$ cat config.mk
export PLATFORM = sky130hd
export DESIGN_NAME = keypad_scanner
export DESIGN_NICKNAME = d
export VERILOG_FILES = /design/src/rtl/keypad_scanner.sv
export SDC_FILE = /design/constraint.sdc
export NUM_CORES = 1
export LEC_CHECK = 0
export BUFFER_PORTS_ARGS = -buffer_cell sky130_fd_sc_hd__buf_2
export CAP_MARGIN = 15
export CORE_UTILIZATION = 40
export CTS_CLUSTER_DIAMETER = 30
export CTS_CLUSTER_SIZE = 28
export DETAILED_ROUTE_END_ITERATION = 8
export GPL_ROUTABILITY_DRIVEN = 0
export HOLD_SLACK_MARGIN = 0.08
export SYNTH_ARGS = -nofsm -noshare
export SYNTH_HDL_FRONTEND = slang
export SYNTH_SLANG_ARGS = --single-unit
$ cat constraint.sdc
create_clock -name clk -period 10.5 [get_ports clk]
set_clock_uncertainty 0.15 [all_clocks]
set_input_delay 2.1 -clock clk [delete_from_list [all_inputs] [get_ports clk]]
set_output_delay 2.1 -clock clk [all_outputs]
set_load 0.05 [all_outputs]
$ cat src/rtl/keypad_scanner.sv
`default_nettype none
// ============================================================================
// keypad_scanner : ROWS x COLS matrix keypad scanner with per-key debounce
//                  and a press/release event FIFO (valid/ready).
// Revision       : 1.0
// ============================================================================
module keypad_scanner #(
  parameter int ROWS      = 4,
  parameter int COLS      = 4,
  parameter int SCAN_DIV  = 1000,
  parameter int DEBOUNCE  = 3,
  parameter int EVT_DEPTH = 4
) (
  input  logic                          clk,
  input  logic                          rst,
  output logic [ROWS-1:0]               row_out,
  input  logic [COLS-1:0]               col_in,
  output logic                          key_valid,
  input  logic                          key_ready,
  output logic [$clog2(ROWS*COLS)-1:0]  key_code,
  output logic                          key_release,
  output logic [ROWS*COLS-1:0]          pressed,
  output logic                          overflow
);
  localparam int c_keys = ROWS * COLS;
  localparam int c_kw   = $clog2(c_keys);
  localparam int c_rw   = $clog2(ROWS);
  localparam int c_cw   = $clog2(COLS);
  localparam int c_dw   = $clog2(SCAN_DIV);
  localparam int c_bw   = $clog2(DEBOUNCE + 1);
  localparam int c_aw   = $clog2(EVT_DEPTH);
  localparam int c_nw   = $clog2(EVT_DEPTH + 1);
  localparam int c_ew   = c_kw + 1;

  localparam logic [c_dw-1:0] c_dwell_last = c_dw'(SCAN_DIV - 1);
  localparam logic [c_dw-1:0] c_cols       = c_dw'(COLS);
  localparam logic [c_rw-1:0] c_row_last   = c_rw'(ROWS - 1);
  localparam logic [c_bw-1:0] c_deb_last   = c_bw'(DEBOUNCE - 1);
  localparam logic [c_nw-1:0] c_depth      = c_nw'(EVT_DEPTH);

  logic [c_dw-1:0]   dwell_q, dwell_d;
  logic [c_rw-1:0]   row_q, row_d;
  logic [ROWS-1:0]   row_oh_q, row_oh_d;
  logic [COLS-1:0]   sync1_q, sync1_d, sync2_q, sync2_d;
  logic [COLS-1:0]   cap_cols_q, cap_cols_d;
  logic [c_rw-1:0]   cap_row_q, cap_row_d;
  logic [c_bw-1:0]   cnt_q [c_keys];
  logic [c_bw-1:0]   cnt_d [c_keys];
  logic [c_keys-1:0] pressed_q, pressed_d;
  logic [c_ew-1:0]   mem_q [EVT_DEPTH];
  logic [c_ew-1:0]   mem_d [EVT_DEPTH];
  logic [c_aw-1:0]   wr_q, wr_d, rd_q, rd_d;
  logic [c_nw-1:0]   count_q, count_d;
  logic              valid_q, valid_d;
  logic              overflow_q, overflow_d;

  logic              w_wrap, w_eval, w_raw, w_push, w_pop, w_full, w_wr;
  logic [c_cw-1:0]   w_col;
  logic [c_kw-1:0]   w_key;
  logic [c_ew-1:0]   w_evt, w_head;

  // Row strobe, dwell timing, column synchroniser and end-of-dwell capture
  always_comb begin
    w_wrap     = (dwell_q == c_dwell_last);
    dwell_d    = w_wrap ? '0 : dwell_q + c_dw'(1);
    row_d      = row_q;
    row_oh_d   = row_oh_q;
    cap_cols_d = cap_cols_q;
    cap_row_d  = cap_row_q;
    sync1_d    = col_in;
    sync2_d    = sync1_q;
    if (w_wrap) begin
      row_d      = (row_q == c_row_last) ? '0 : row_q + c_rw'(1);
      row_oh_d   = {row_oh_q[ROWS-2:0], row_oh_q[ROWS-1]};
      cap_cols_d = sync2_q;
      cap_row_d  = row_q;
    end
  end

  // One captured key evaluated per cycle in the first COLS cycles of a dwell
  always_comb begin
    w_eval    = (dwell_q < c_cols);
    w_col     = dwell_q[c_cw-1:0];
    w_key     = c_kw'(int'(cap_row_q) * COLS + int'(w_col));
    w_raw     = cap_cols_q[w_col];
    cnt_d     = cnt_q;
    pressed_d = pressed_q;
    w_push    = 1'b0;
    w_evt     = '0;
    if (w_eval) begin
      if (w_raw == pressed_q[w_key]) begin
        cnt_d[w_key] = '0;
      end else if (cnt_q[w_key] == c_deb_last) begin
        pressed_d[w_key] = w_raw;
        cnt_d[w_key]     = '0;
        w_push           = 1'b1;
        w_evt            = {w_key, ~w_raw};
      end else begin
        cnt_d[w_key] = cnt_q[w_key] + c_bw'(1);
      end
    end
  end

  // Event FIFO: a push on a full FIFO is accepted only if a pop frees a slot
  always_comb begin
    w_pop      = valid_q && key_ready;
    w_full     = (count_q == c_depth);
    w_wr       = w_push && (!w_full || w_pop);
    mem_d      = mem_q;
    wr_d       = wr_q;
    rd_d       = rd_q;
    count_d    = count_q;
    overflow_d = overflow_q | (w_push && w_full && !w_pop);
    if (w_wr) begin
      mem_d[wr_q] = w_evt;
      wr_d        = wr_q + c_aw'(1);
    end
    if (w_pop) begin
      rd_d = rd_q + c_aw'(1);
    end
    if (w_wr && !w_pop) begin
      count_d = count_q + c_nw'(1);
    end else if (!w_wr && w_pop) begin
      count_d = count_q - c_nw'(1);
    end
    valid_d = (count_d != '0);
  end

  always_ff @(posedge clk or posedge rst) begin
    if (rst) begin
      dwell_q    <= '0;
      row_q      <= '0;
      row_oh_q   <= {{(ROWS-1){1'b0}}, 1'b1};
      sync1_q    <= '0;
      sync2_q    <= '0;
      cap_cols_q <= '0;
      cap_row_q  <= '0;
      pressed_q  <= '0;
      wr_q       <= '0;
      rd_q       <= '0;
      count_q    <= '0;
      valid_q    <= 1'b0;
      overflow_q <= 1'b0;
      for (int i = 0; i < c_keys; i++) cnt_q[i] <= '0;
      for (int i = 0; i < EVT_DEPTH; i++) mem_q[i] <= '0;
    end else begin
      dwell_q    <= dwell_d;
      row_q      <= row_d;
      row_oh_q   <= row_oh_d;
      sync1_q    <= sync1_d;
      sync2_q    <= sync2_d;
      cap_cols_q <= cap_cols_d;
      cap_row_q  <= cap_row_d;
      pressed_q  <= pressed_d;
      wr_q       <= wr_d;
      rd_q       <= rd_d;
      count_q    <= count_d;
      valid_q    <= valid_d;
      overflow_q <= overflow_d;
      for (int i = 0; i < c_keys; i++) cnt_q[i] <= cnt_d[i];
      for (int i = 0; i < EVT_DEPTH; i++) mem_q[i] <= mem_d[i];
    end
  end

  assign w_head      = mem_q[rd_q];
  assign row_out     = row_oh_q;
  assign key_valid   = valid_q;
  assign key_code    = w_head[c_ew-1:1];
  assign key_release = w_head[0];
  assign pressed     = pressed_q;
  assign overflow    = overflow_q;

endmodule
`default_nettype wire

=== Word level (Yosys, flattened, before mapping) ===
Index checks and enable logic that the tools add are counted.

* Register bits after elaboration: 107
* Latch bits: 0
* RAM bits: 0
* Bits in read-only memories: 0
* Output and inout port bits: 27
* Word-level logic and storage cells: 109
* Memories kept: 0

* Add/subtract/negate cells: 8
* $mul: 0
* Divide/modulo/power cells: 0
* Magnitude comparators: 9
* Eq/ne operators: 5
* Shift operators: 0
* Multiplexer cells: 31
* Bitwise operators: 8
* Reductions and logical operators: 15

{| class="wikitable"
|+ Operator list
! cell !! count
|-
| 32-bit two-way mux || 2
|-
| 32-bit bitwise AND || 1
|-
| 32-bit bitwise mux || 1
|-
| 32-bit NOT || 1
|-
| 5-bit two-way mux || 6
|-
| 20-bit bitwise mux || 1
|-
| 16-bit bitwise mux || 1
|-
| 10-bit by 1-bit adder with 10-bit output, second input constant || 1
|-
| 5-bit binary-select mux with 2-bit select || 1
|-
| 5-bit demux with 2-bit select || 1
|-
| 10-bit equality test, second input constant || 1
|-
| 10-bit by 3-bit less-than comparator with 1-bit output, second input constant || 1
|-
| 10-bit two-way mux || 1
|-
| 1-bit logical AND || 9
|-
| 2-bit by 1-bit adder with 2-bit output, second input constant || 4
|-
| 2-bit binary-select mux with 4-bit select || 1
|-
| 2-bit demux with 4-bit select || 1
|-
| 2-bit two-way mux || 4
|-
| 3-bit greater-or-equal comparator, second input constant || 2
|-
| 1-bit two-way mux || 6
|-
| 3-bit two-way mux || 2
|-
| 2-bit NOT with 3-bit output || 2
|-
| 5-bit greater-or-equal comparator, second input constant || 1
|-
| 4-bit by 5-bit less-than comparator with 1-bit output, second input constant || 1
|-
| 20 further kinds || 24
|}

=== Depth between registers and ports, before layout ===
* Depth after elaboration: 15
* Depth in mapped cells: 12
* Gate-level depth less buffers: 10

=== Worst setup path before layout ===
OpenSTA, ideal clock, no wires.

* Path type: register to register
* From: register dwell_q[0]
* To: register mem_q[12] (netlist bit)
* Arrival: 3.476 ns
* Data required time: 10.225 ns
* Path slack: 6.749 ns
* Cell stages (with the launch flop): 12
* Clock period less this slack: 3.751 ns
* Path through: dfrtp_1 > buf_6 > buf_1 > mux4_2 > mux4_2 > ha_1 > inv_1 > nor4_1 > and3_1 > a2111oi_4 > nand3b_4 > mux2_4

* Cells in the longest elaborated chain, start to end: 10
* Elaborated cells between the ends (all ways): 20

{| class="wikitable"
|+ RTL lines
! item !! RTL line !! text
|-
| from (decl) || 41 || <nowiki>logic [c_dw-1:0] dwell_q, dwell_d;</nowiki>
|-
| from (signal assigned) || 147 || <nowiki>dwell_q <= dwell_d;</nowiki>
|-
| 4-bit by 2-bit adder with 4-bit output || 84 || <nowiki>w_key = c_kw'(int'(cap_row_q) * COLS + int'(w_col));</nowiki>
|-
| 4-bit NOT with 5-bit output (implied by the code) || 93 || <nowiki>end else if (cnt_q[w_key] == c_deb_last) begin</nowiki>
|-
| 2-bit binary-select mux with 4-bit select || 93 ||
|-
| 2-bit two-way mux (implied by the code) (2 in a row) || 93 ||
|-
| 2-bit equality test || 93 ||
|-
| 5-bit two-way mux or 1-bit two-way mux (tied branches) || 93 ||
|-
| 5-bit two-way mux or 1-bit two-way mux (tied branches) || 91 || <nowiki>if (w_raw == pressed_q[w_key]) begin</nowiki>
|-
| 5-bit two-way mux or 1-bit two-way mux (tied branches) || 90 || <nowiki>if (w_eval) begin</nowiki>
|-
| 20-bit bitwise mux or 1-bit logical AND (tied branches) || 115, 108 ||
|-
| to (decl) || 50 || <nowiki>logic [c_ew-1:0] mem_q [EVT_DEPTH];</nowiki>
|}

Parallel ways exist; a longest one is shown, timed or not. The select of a mux whose other input is x is not followed.
A chain may end at the register's enable or synchronous reset.

=== Final worst setup path ===
* From: register dwell_q[0]
* To: register mem_q[10] (netlist bit)

Same word-level chain as after synthesis.

==> flow_results.org <==
** Worst setup path
- Crit path launch :: dwell_q[0]
- The worst setup path is of the reg -> reg kind.
- The worst register-to-register path begins at dwell_q[0].
- Biggest fanout along the worst timing path :: 17
- Data on the critical path is required at its endpoint by 10.58 ns.
- Family with the most delay on the worst path :: multiplexers
- Ordered list of cells on the worst path :: buf_4 > mux4_2 > mux4_2 > inv_1 > ha_1 > inv_1 > nor4_1 > nor3b_2 > a2111oi_4 > nand3b_4 > mux2_4
- At the worst endpoint, the arrival time is 4.21 ns.
- The worst register-to-register path has a setup slack of 6.38 ns.
- The critical path contains buffers and inverters numbering 3 combined.
- For this run, the slowest stage of the critical path takes 0.68 ns.
- Endpoint kind of the worst setup timing path :: flip-flop
- Among all stages on the critical path, the largest delay is contributed by sky130_fd_sc_hd__mux4_2.
- STA classifies the critical path startpoint as a flip-flop.

** Clock tree
- Max Buffers Root-to-Sink :: 2
- TritonCTS built the clock tree.
- For the worst-skew pair, the clock arrives at the later sink with an insertion delay of 0.35 ns.
- The number of hold buffers added after CTS was 0.
- H-tree levels :: 3
- Total setup buffers inserted after CTS :: 0
- Clock input transition at the sequential cells of the worst setup and hold paths :: 0.07 ns
- TritonCTS sink count :: 107
- Once the clock tree was built, the resizer swapped 0 gates to a different size.
- In this run the clock root is driven by a sky130_fd_sc_hd__clkbuf_16.
- Number of buffers added by the clock tree synthesis step :: 9

** Logic synthesis
- Area fraction of the dominant cell type after synthesis :: 0.496
- Total of flip-flops plus latches after synthesis :: 107
- For this run, the number of Yosys warnings is 0.
- Of all cell types, the one taking the most synthesized area is sky130_fd_sc_hd__dfrtp_1.
- The number of nets in the synthesized netlist is 449.
- The cell area that synthesis handed to floorplanning was 5350 µm².
- Post-synthesis sequential area ratio :: 0.500
- Number of flops mapped to enable cells by yosys :: 0
- Mean instance size in the synthesized netlist :: 12.5 µm²
- For this run, the leading register cell type out of synthesis is sky130_fd_sc_hd__dfrtp_1.
- Async S/R FF share, synth :: 1.00
- Yosys attributes the largest share of cell area to sky130_fd_sc_hd__dfrtp_1, sky130_fd_sc_hd__mux4_2, sky130_fd_sc_hd__mux2_4.
- The number of different library cells used by synthesis comes to 52.
- Synthesis handed over a netlist of 429 instances.

** Cells and area
- Net count of the finished layout :: 472
- The number of antenna diodes in the final layout is 0.
- Area growth from synthesis to layout :: 11.9%
- After routing the design area is 5990 µm².
- In the final layout, the share of cells above drive strength 1 is 0.295.

** Drt
- Aggregate routed wire length :: 11.2 mm
- # DRC :: 0
- Post-DR vias/cell :: 5.45
- Routed WL per cell :: 17.7 µm
- DRT Pass-1 Iters :: 4
- The routed layout has 3425 vias.
- In this run, the number of DRC markers left after iteration 0 of detailed routing was 197.
- The count of nets left with antenna violations once routing finished came out at 0.

** Floorplanning
- The die is 118 µm wide.
- From bottom edge to top edge, the die measures 118 µm.
- The initial utilization of the core area, before any placement, comes to 0.417.
- Ports :: 34
- Row cnt :: 41
- The die covers 13800 µm².
- Total core area :: 12800 µm²

** Power and ir drop
- Power spread over the standard cell area amounts to 150 nW/µm².
- The analysis attributes to cell leakage a power of 2.70 nW.
- Power comes to 0.000896 W.
- VDD IR-drop max :: 83.6 µV

** STA
- Upper clock frequency limit :: 242 MHz
- Setup-failing EPs final :: 0
- For the pin with the worst max-slew slack, the measured transition is 1.03 ns.
- The count of pins over their slew limit is 0.
- In the final timing run, aggregate negative setup slack is 0 ns.
- Dividing the final minimum period by the clock period gives 0.393.
- The final number of hold-violating endpoints came to 0.
- The clock period could shrink to 4.12 ns.
- The worst pin sits at a relative slew slack of 0.314.
- Unrepaired setup endpoints after global routing :: no

** Placed design
- Final HPWL DP :: 7.63 mm
- Placed inst area :: 5660 µm²
- Number of port buffers :: 33

** Global routing
- Via count of the first global-routing pass :: 3431
- Global-route wire length before repair :: 18.6 mm
- Pin count of the biggest net entering global routing :: 82
- Number of antenna violations at the first check in global routing :: 0
- After global routing the overflow that remains totals 0.
- For this run, the total global-route usage over all layers was measured as 0.172.

** Hold path
- The min-delay analysis places its worst path in the category reg -> reg.
- The worst hold path begins at sync1_q[1].

** Outcome
- The flow ran to the end, and the final reports show no timing, DRC or antenna violations.

** Run
- Number of max-capacitance violations reported :: 0
-- where the power goes --
part | total [W] | switching (W) | internal [W]
Clock | 0.000361 | 0.000151 | 0.000210
Combinational | 0.0000871 | 0.0000480 | 0.0000391
Sequential | 0.000448 | 0.0000231 | 0.000425
-- metrics by stage --
stage	hold WS [ns]	std cells	worst slack [ns]	util
6_report	0.201	629	6.38	0.467
3_5_place_dp	0.186	612	6.42	0.441
5_1_grt	0.207	629	6.12	0.467
2_1_floorplan	0.181	429	5.43	-
4_1_cts	0.201	628	6.41	0.466
3_3_place_gp	0.183	612	6.49	0.441
-- final cells by class --
| type | count | area (µm²) |
|---|---|---|
| clock buffers | 10 | 229 |
| clock inverters | 6 | 88.8 |
| fillers | 1177 | 6840 |
| inverters | 10 | 40.0 |
| multi-input cells | 286 | 2530 |
| flip-flops and latches | 107 | 2680 |
| well taps | 172 | 215 |
| repair buffers | 38 | 206 |
-- sequential cells by signal (all words and copies together) (netlist names), 3 cells and up --
name	flops
count_q	3
mem_q	20
row_out	4
sync2_q	4
dwell_q	10
cnt_q	32
pressed	16
sync1_q	4
cap_cols_q	4
-- cells in the mapped netlist (9+ instances only) --
library cell and n:
sky130_fd_sc_hd__nand3_1 25, sky130_fd_sc_hd__mux4_2 19, sky130_fd_sc_hd__nand2_1 54, sky130_fd_sc_hd__clkbuf_1 18
sky130_fd_sc_hd__nor2_1 12, sky130_fd_sc_hd__o2111ai_1 13, sky130_fd_sc_hd__o21ai_2 12, sky130_fd_sc_hd__o21ai_0 22
sky130_fd_sc_hd__dfrtp_1 106, sky130_fd_sc_hd__ha_1 13, sky130_fd_sc_hd__mux2_2 15, sky130_fd_sc_hd__inv_1 9
sky130_fd_sc_hd__mux2_4 20, sky130_fd_sc_hd__o31ai_1 17
-- cells by family after synthesis --
family | count (synthesis) | synth area share
AND/OR/NAND/NOR | 120 | 0.122
flip-flops | 107 | 0.500
AO/OA/AOI/OAI | 79 | 0.110
multiplexers | 62 | 0.188
buffers and inverters | 36 | 0.0287
adder cells (fa/ha/maj) | 13 | 0.0304
XOR/XNOR | 12 | 0.0196
-- cell usage in the layout, fill, tap and decap left out, types with 5 or more instances in the layout --
| cell type | instances |
|---|---|
| sky130_fd_sc_hd__dfrtp_1 | 106 |
| sky130_fd_sc_hd__ha_1 | 13 |
| sky130_fd_sc_hd__mux2_4 | 20 |
| sky130_fd_sc_hd__o21ai_2 | 12 |
| sky130_fd_sc_hd__clkbuf_16 | 9 |
| sky130_fd_sc_hd__mux2i_1 | 5 |
| sky130_fd_sc_hd__inv_1 | 8 |
| sky130_fd_sc_hd__nor2b_1 | 6 |
| sky130_fd_sc_hd__buf_2 | 33 |
| sky130_fd_sc_hd__mux4_2 | 19 |
| sky130_fd_sc_hd__nand3_1 | 25 |
| sky130_fd_sc_hd__o31ai_1 | 17 |
| sky130_fd_sc_hd__nor2_1 | 12 |
| sky130_fd_sc_hd__o2111ai_1 | 13 |
| sky130_fd_sc_hd__xnor2_1 | 8 |
| sky130_fd_sc_hd__o21ai_0 | 22 |
| sky130_fd_sc_hd__mux2_2 | 15 |
| sky130_fd_sc_hd__nand2_1 | 54 |
-- path summary, 6_finish.rpt --
check,end,depth (start not counted)
setup / recovery,mem_q[10],11
min in group asynchronous,overflow,2
hold reg to reg,sync2_q[1],0
max in group asynchronous,cnt_q[24],3
setup reg to reg,mem_q[10],11
hold / removal,sync2_q[1],0
-- routing by layer --
layer,global-route usage,part of all wire
met5,0,0
met4,0.0481,0.012
met3,0.0407,0.042
met2,0.269,0.47
met1,0.239,0.48
Power figures use the tool's default switching activity.
